`src/rtl/iwdg_wb_master.sv`:
```
// Wishbone classic master that configures, starts and periodically refreshes
// the IWDG slave: PR, RLR, KR=CCCC, then a repeating KR=AAAA kick plus ST read.
module iwdg_wb_master #(
  parameter int unsigned GRL         = 3,
  parameter logic [31:0] BASE_ADR    = 32'h0100_0000,
  parameter int unsigned KICK_PERIOD = 1024,
  parameter int unsigned TIMEOUT     = 16,
  parameter int unsigned RETRY_MAX   = 3
) (
  input  logic         clk_m2s,
  input  logic         rst_m2s,
  input  logic         start,
  input  logic         stop,
  input  logic [2:0]   cfg_pr,
  input  logic [11:0]  cfg_rlr,
  output logic [31:0]  adr_m2s,
  output logic [31:0]  dat_m2s,
  output logic [GRL:0] sel_m2s,
  output logic         cyc_m2s,
  output logic         stb_m2s,
  output logic         we_m2s,
  output logic         lok_m2s,
  input  logic [31:0]  dat_s2m,
  input  logic         ack_s2m,
  input  logic         err_s2m,
  input  logic         rty_s2m,
  output logic         running,
  output logic         fault,
  output logic [1:0]   st_q,
  output logic [15:0]  kick_cnt
);

  localparam int unsigned TW = (TIMEOUT > 1) ? $clog2(TIMEOUT) : 1;
  localparam int unsigned KW = (KICK_PERIOD > 1) ? $clog2(KICK_PERIOD) : 1;
  localparam int unsigned RW = (RETRY_MAX > 0) ? $clog2(RETRY_MAX + 1) : 1;
  localparam logic [TW-1:0] TO_LAST = TW'(TIMEOUT - 1);
  localparam logic [KW-1:0] K_LOAD  = KW'(KICK_PERIOD - 1);
  localparam logic [RW-1:0] R_MAX   = RW'(RETRY_MAX);

  typedef enum logic [2:0] {
    IDLE, WR_PR, WR_RLR, WR_KR_START, RD_ST, WAIT, WR_KR_KICK, FAULT
  } state_t;

  state_t         state;
  logic [2:0]     cfg_pr_q;
  logic [11:0]    cfg_rlr_q;
  logic [TW-1:0]  wait_cnt;
  logic [KW-1:0]  kick_tmr;
  logic [RW-1:0]  retry_cnt;
  logic           stop_pend;
  logic           unused_dat;

  assign lok_m2s    = 1'b0;
  assign unused_dat = ^dat_s2m[31:2];

  function automatic logic [31:0] acc_off(input state_t s);
    case (s)
      WR_PR:   acc_off = 32'h4;
      WR_RLR:  acc_off = 32'h8;
      RD_ST:   acc_off = 32'hC;
      default: acc_off = 32'h0;
    endcase
  endfunction

  function automatic logic [31:0] acc_dat(input state_t s, input logic [2:0] pr,
                                          input logic [11:0] rlr);
    case (s)
      WR_PR:       acc_dat = {29'b0, pr};
      WR_RLR:      acc_dat = {20'b0, rlr};
      WR_KR_START: acc_dat = 32'h0000_CCCC;
      WR_KR_KICK:  acc_dat = 32'h0000_AAAA;
      default:     acc_dat = '0;
    endcase
  endfunction

  function automatic state_t next_acc(input state_t s);
    case (s)
      WR_PR:       next_acc = WR_RLR;
      WR_RLR:      next_acc = WR_KR_START;
      WR_KR_START: next_acc = RD_ST;
      RD_ST:       next_acc = WAIT;
      default:     next_acc = RD_ST;
    endcase
  endfunction

  // Sequencer, bus driver and status registers in one registered FSM.
  // Entry from IDLE/FAULT/WAIT issues the access on the same edge; after a
  // terminated access the next one issues from the following edge (cyc low
  // in an access state means "gap cycle, issue now"), giving the idle cycle.
  always_ff @(posedge clk_m2s or negedge rst_m2s) begin
    if (!rst_m2s) begin
      state     <= IDLE;
      cfg_pr_q  <= '0;
      cfg_rlr_q <= '0;
      wait_cnt  <= '0;
      kick_tmr  <= '0;
      retry_cnt <= '0;
      stop_pend <= 1'b0;
      adr_m2s   <= '0;
      dat_m2s   <= '0;
      sel_m2s   <= '0;
      cyc_m2s   <= 1'b0;
      stb_m2s   <= 1'b0;
      we_m2s    <= 1'b0;
      running   <= 1'b0;
      fault     <= 1'b0;
      st_q      <= '0;
      kick_cnt  <= '0;
    end else begin
      case (state)
        IDLE, FAULT: begin
          if (start && !stop) begin
            state     <= WR_PR;
            fault     <= 1'b0;
            running   <= 1'b1;
            cfg_pr_q  <= cfg_pr;
            cfg_rlr_q <= cfg_rlr;
            retry_cnt <= '0;
            stop_pend <= 1'b0;
            wait_cnt  <= '0;
            cyc_m2s   <= 1'b1;
            stb_m2s   <= 1'b1;
            sel_m2s   <= '1;
            we_m2s    <= 1'b1;
            adr_m2s   <= BASE_ADR + acc_off(WR_PR);
            dat_m2s   <= acc_dat(WR_PR, cfg_pr, cfg_rlr);
          end
        end
        WAIT: begin
          if (stop) begin
            state   <= IDLE;
            running <= 1'b0;
          end else if (kick_tmr == '0) begin
            state    <= WR_KR_KICK;
            wait_cnt <= '0;
            cyc_m2s  <= 1'b1;
            stb_m2s  <= 1'b1;
            sel_m2s  <= '1;
            we_m2s   <= 1'b1;
            adr_m2s  <= BASE_ADR + acc_off(WR_KR_KICK);
            dat_m2s  <= acc_dat(WR_KR_KICK, cfg_pr_q, cfg_rlr_q);
          end else begin
            kick_tmr <= kick_tmr - KW'(1);
          end
        end
        default: begin
          if (!cyc_m2s) begin
            // A stop seen in a gap between completed accesses ends the loop
            // here; inside a retry gap the access still has to complete.
            if ((stop || stop_pend) && retry_cnt == '0) begin
              state     <= IDLE;
              running   <= 1'b0;
              stop_pend <= 1'b0;
            end else begin
              if (stop) stop_pend <= 1'b1;
              wait_cnt <= '0;
              cyc_m2s  <= 1'b1;
              stb_m2s  <= 1'b1;
              sel_m2s  <= '1;
              we_m2s   <= (state != RD_ST);
              adr_m2s  <= BASE_ADR + acc_off(state);
              dat_m2s  <= acc_dat(state, cfg_pr_q, cfg_rlr_q);
            end
          end else begin
            if (stop) stop_pend <= 1'b1;
            if (err_s2m || (rty_s2m && retry_cnt == R_MAX) ||
                (!rty_s2m && !ack_s2m && wait_cnt == TO_LAST)) begin
              state     <= FAULT;
              fault     <= 1'b1;
              running   <= 1'b0;
              retry_cnt <= '0;
              stop_pend <= 1'b0;
              cyc_m2s   <= 1'b0;
              stb_m2s   <= 1'b0;
              sel_m2s   <= '0;
              we_m2s    <= 1'b0;
              adr_m2s   <= '0;
              dat_m2s   <= '0;
            end else if (rty_s2m || ack_s2m) begin
              cyc_m2s <= 1'b0;
              stb_m2s <= 1'b0;
              sel_m2s <= '0;
              we_m2s  <= 1'b0;
              adr_m2s <= '0;
              dat_m2s <= '0;
              if (rty_s2m) begin
                retry_cnt <= retry_cnt + RW'(1);
              end else begin
                retry_cnt <= '0;
                if (state == RD_ST)      st_q     <= dat_s2m[1:0];
                if (state == WR_KR_KICK) kick_cnt <= kick_cnt + 16'd1;
                if (stop || stop_pend) begin
                  state     <= IDLE;
                  running   <= 1'b0;
                  stop_pend <= 1'b0;
                end else begin
                  state <= next_acc(state);
                  if (next_acc(state) == WAIT) kick_tmr <= K_LOAD;
                end
              end
            end else begin
              wait_cnt <= wait_cnt + TW'(1);
            end
          end
        end
      endcase
    end
  end

endmodule
```
`config.mk`:
```
export PLATFORM = sky130hd
export DESIGN_NAME = iwdg_wb_master
export DESIGN_NICKNAME = d
export VERILOG_FILES = /design/src/rtl/iwdg_wb_master.sv
export SDC_FILE = /design/constraint.sdc
export NUM_CORES = 1
export LEC_CHECK = 0
export BUFFER_PORTS_ARGS = -buffer_cell sky130_fd_sc_hd__buf_2
export CAP_MARGIN = 20
export CORE_MARGIN = 2
export CORE_UTILIZATION = 41
export CTS_CLUSTER_SIZE = 8
export DETAILED_ROUTE_END_ITERATION = 12
export GPL_TIMING_DRIVEN = 0
export PLACE_DENSITY = 0.67
export RECOVER_POWER = 100
export SLEW_MARGIN = 10
export SYNTH_ARGS = -nofsm -noshare
export SYNTH_HDL_FRONTEND = slang
export SYNTH_SLANG_ARGS = --single-unit
```
`constraint.sdc`:
```
create_clock -name clk_m2s -period 2.5 [get_ports clk_m2s]
set_input_delay 0.625 -clock clk_m2s [delete_from_list [all_inputs] [get_ports clk_m2s]]
set_output_delay 0.625 -clock clk_m2s [all_outputs]
set_load 0.1 [all_outputs]
```
==> out/results.ini <==
[grt]
overflow = 0
grt_max_degree = 48
grt_usage_pct = 16.5
grt_pass1_vias = 3164
grt_pass1_wl_um = 15300
antenna_found_initial = 0

[clock_network]
cts_tree = yes
clk_latency_ps = 340
clockRootBuffer = clkbuf_8
cts.path.max_buffers = 2
htree_levels = 3
ctsHoldBuffers = 0
cts_buffers = 9
cts.sinks = 76
clk_pin_slew_ps = 80

[timing]
period_needed_ps = 2440
setup_viol = 0
skew_ps = 9.15
relSlewSlack_pct = -16.0
grt_setup_unrepaired = true
maxSlewViolCount = 30
final_hold_viol_count = 0
period_share_pct = 97.6
finalSetupTns_ps = 0
tightest_slew_ps = 1740
fmax_mhz = 410

[setup_path]
path_buf_inv = 2
path_cells = inv_2 -> ha_4 -> or4b_4 -> o31a_1 -> nor3_2 -> o21a_4 -> clkbuf_16 -> mux2_4
criticalPathCategory = flop to flop
crit_required_ps = 2730
crit_fanout = 5
cp_top_family = simple AND/OR/NAND/NOR gates
max_stage_delay_ps = 460
timing.rr.start = kick_tmr[0]$_DFFE_PN0P_
worst_r2r_endpoint = dat_m2s[1]$_DFFE_PN0P_
crit_path_end = dat_m2s[1]$_DFFE_PN0P_
critical_path_depth = 8
critical_path.startpoint = kick_tmr[0]$_DFFE_PN0P_
critPathLaunchType = flop
end_kind = flop
arrival_ps = 2670
rrSetupSlack_ps = 60
slowest_stage = or4b_4
r2r_cells = 8

[logic_synthesis]
syn_inst = 430
synth_async_sr_flop_share_pct = 100
synth_seq_cells = 76
ys_types = 61
syn_avg_cell_area_sq_um = 10.1
synth-edff-count = 0
synth_ff_type = dfrtp_1
synth.cell_area_sq_mm = 0.00434
yosys_warnings = 0
ys_seq_area_share_pct = 43.8

[power]
p_leak_nw = 2.65
irDropWorstVdd_mv = 1.29
p_per_area_mw_per_mm2 = 1450

[cells_and_area]
design_area_sq_mm = 0.00535
layout_commonest_cell = dfrtp_1
syn_to_final_growth_pct = 23.3
final_cell_mix = dfrtp_1, buf_4, conb_1
fin_nets = 627
n_antenna_cell = 0
drive_gt1_share_pct = 29.5

[die]
start_util_pct = 42.0
ios = 146
die_y_um = 107
rows = 37
die_x_um = 107
coreArea_sq_mm = 0.0103
dieArea_sq_mm = 0.0114

[routing]
drc = 0
routed_wl_um = 9380
ant_nets = 0
dr.pass1.iters = 4
drt_iter0_drc = 137
wl_per_cell_um = 13.3
vias_per_cell = 4.84
via_count = 3416

[placed_design]
place_hpwl_um = 7040
io_buffers = 68
place_area_sq_mm = 0.00505
gp_congestion = 0.834

[min_path]
hold_path.class = flop to flop

[job]
drv_cap = 1

[run_status]
status = finished with violations
violations = max-capacitance violations, max-slew violations

## synthesized netlist by cell type, drive strengths merged, types with 2 or more instances
cell type	n	share of area [%]
dfrtp	76	44
buf	57	10
nand2	35	3.0
mux2	32	9.4
nor2	32	2.8
a21oi	23	2.7
xnor2	19	3.8
inv	16	1.4
o21ai	16	1.8
nand3	10	1.2
clkbuf	9	0.78
a31oi	8	1.2
and3	8	1.2
nor3	8	1.2
mux2i	7	1.6
nor4	7	1.5
ha	6	1.7
nand2b	5	0.72
nand4	5	0.72
nor2b	5	0.72
xor2	5	1.0
o22ai	3	0.43
a21o	2	0.35
a31o	2	0.40
and2	2	0.29
o211ai	2	0.35
o21a	2	0.52
o31a	2	0.40
o31ai	2	0.35
or3	2	0.29
## sequential cells by signal, summed over array words and instances, names as in the netlist
name,count
cfg_pr_q,3
cfg_rlr_q,12
dat_m2s,15
retry_cnt,2
wait_cnt,4
sel_m2s,1
cyc_m2s,1
we_m2s,1
state,3
st_q,2
kick_cnt,16
running,1
kick_tmr,10
fault,1
stop_pend,1
adr_m2s,3
## worst min path at each step
stage                             start                  endpoint  slack [ps]  cells after the start
2_1_floorplan                   rst_m2s   adr_m2s[24]$_DFFE_PN0P_         330                      0
3_3_place_gp        running$_DFFE_PN0P_       running$_DFFE_PN0P_         460                      1
3_5_place_dp        running$_DFFE_PN0P_       running$_DFFE_PN0P_         470                      1
4_1_cts                         rst_m2s   kick_cnt[1]$_DFFE_PN0P_         210                      1
5_1_grt                      cfg_rlr[2]  cfg_rlr_q[2]$_DFFE_PN0P_         500                      2
6_report       kick_cnt[15]$_DFFE_PN0P_  kick_cnt[15]$_DFFE_PN0P_         480                      1
## metrics by stage
stage | setup slack, ps | hold slack [ps] | power, mW | cells | utilization (%)
floorplan | 195 | 329 | 5.74 | 476 | -
global placement | -127 | 461 | 6.42 | 680 | 48.7
detailed placement | -136 | 467 | 6.51 | 681 | 49.0
CTS | 56.3 | 214 | 7.51 | 695 | 50.9
global route | -11.7 | 502 | 8.22 | 706 | 51.8
finish | 59.9 | 483 | 7.76 | 706 | 51.8
## metal layers
metal	vias to the layer above	wire length, um	track usage, %
li1	1678	-	-
met1	1599	4300	22.2
met2	130	4290	27.3
met3	9	714	3.65
met4	0	79	3.99
met5	-	0	0
## layout make-up
cell class | count | area [sq um]
Buffer | 66 | 474
Clock buffer | 9 | 124
Clock inverter | 5 | 78.8
Fill cell | 964 | 4970
Inverter | 17 | 63.8
Multi-Input combinational cell | 317 | 2110
Sequential cell | 76 | 1900
Tap cell | 136 | 170
Timing Repair Buffer | 80 | 432
## cell families after synthesis
group                    synth area share [%]
multiplexers                             11.0
adder cells (fa/ha/maj)                  1.73
XOR/XNOR                                 4.84
buffers and inverters                    12.4
AND/OR/NAND/NOR                          15.4
flip-flops                               43.8
AO/OA/AOI/OAI                            10.7
other                                  0.0864
## what timing repair did
| action | CTS | global route |
|---|---|---|
| endpoints found under the setup margin | 15 | 22 |
| pin swaps | 1 | 3 |
| gates cloned | 0 | 1 |
| gates resized for setup | 1 | 7 |
| buffers inserted | 0 | 10 |
## worst register-to-register path, delay by kind of cell, from the launching register on
| family | cells | cell delay, ps |
|---|---|---|
| AND/OR/NAND/NOR | 2 | 680 |
| AO/OA/AOI/OAI | 2 | 560 |
| flip-flops | 1 | 390 |
| multiplexers | 1 | 290 |
| buffers and inverters | 2 | 270 |
| adder cells (fa/ha/maj) | 1 | 140 |
## where the power goes
group | internal (mW) | switching (mW)
Combinational | 1.59 | 3.25
Clock | 0.549 | 0.426
Sequential | 1.66 | 0.296
Total | 3.79 | 3.97
No activity file was read; power rests on OpenSTA's default activity.
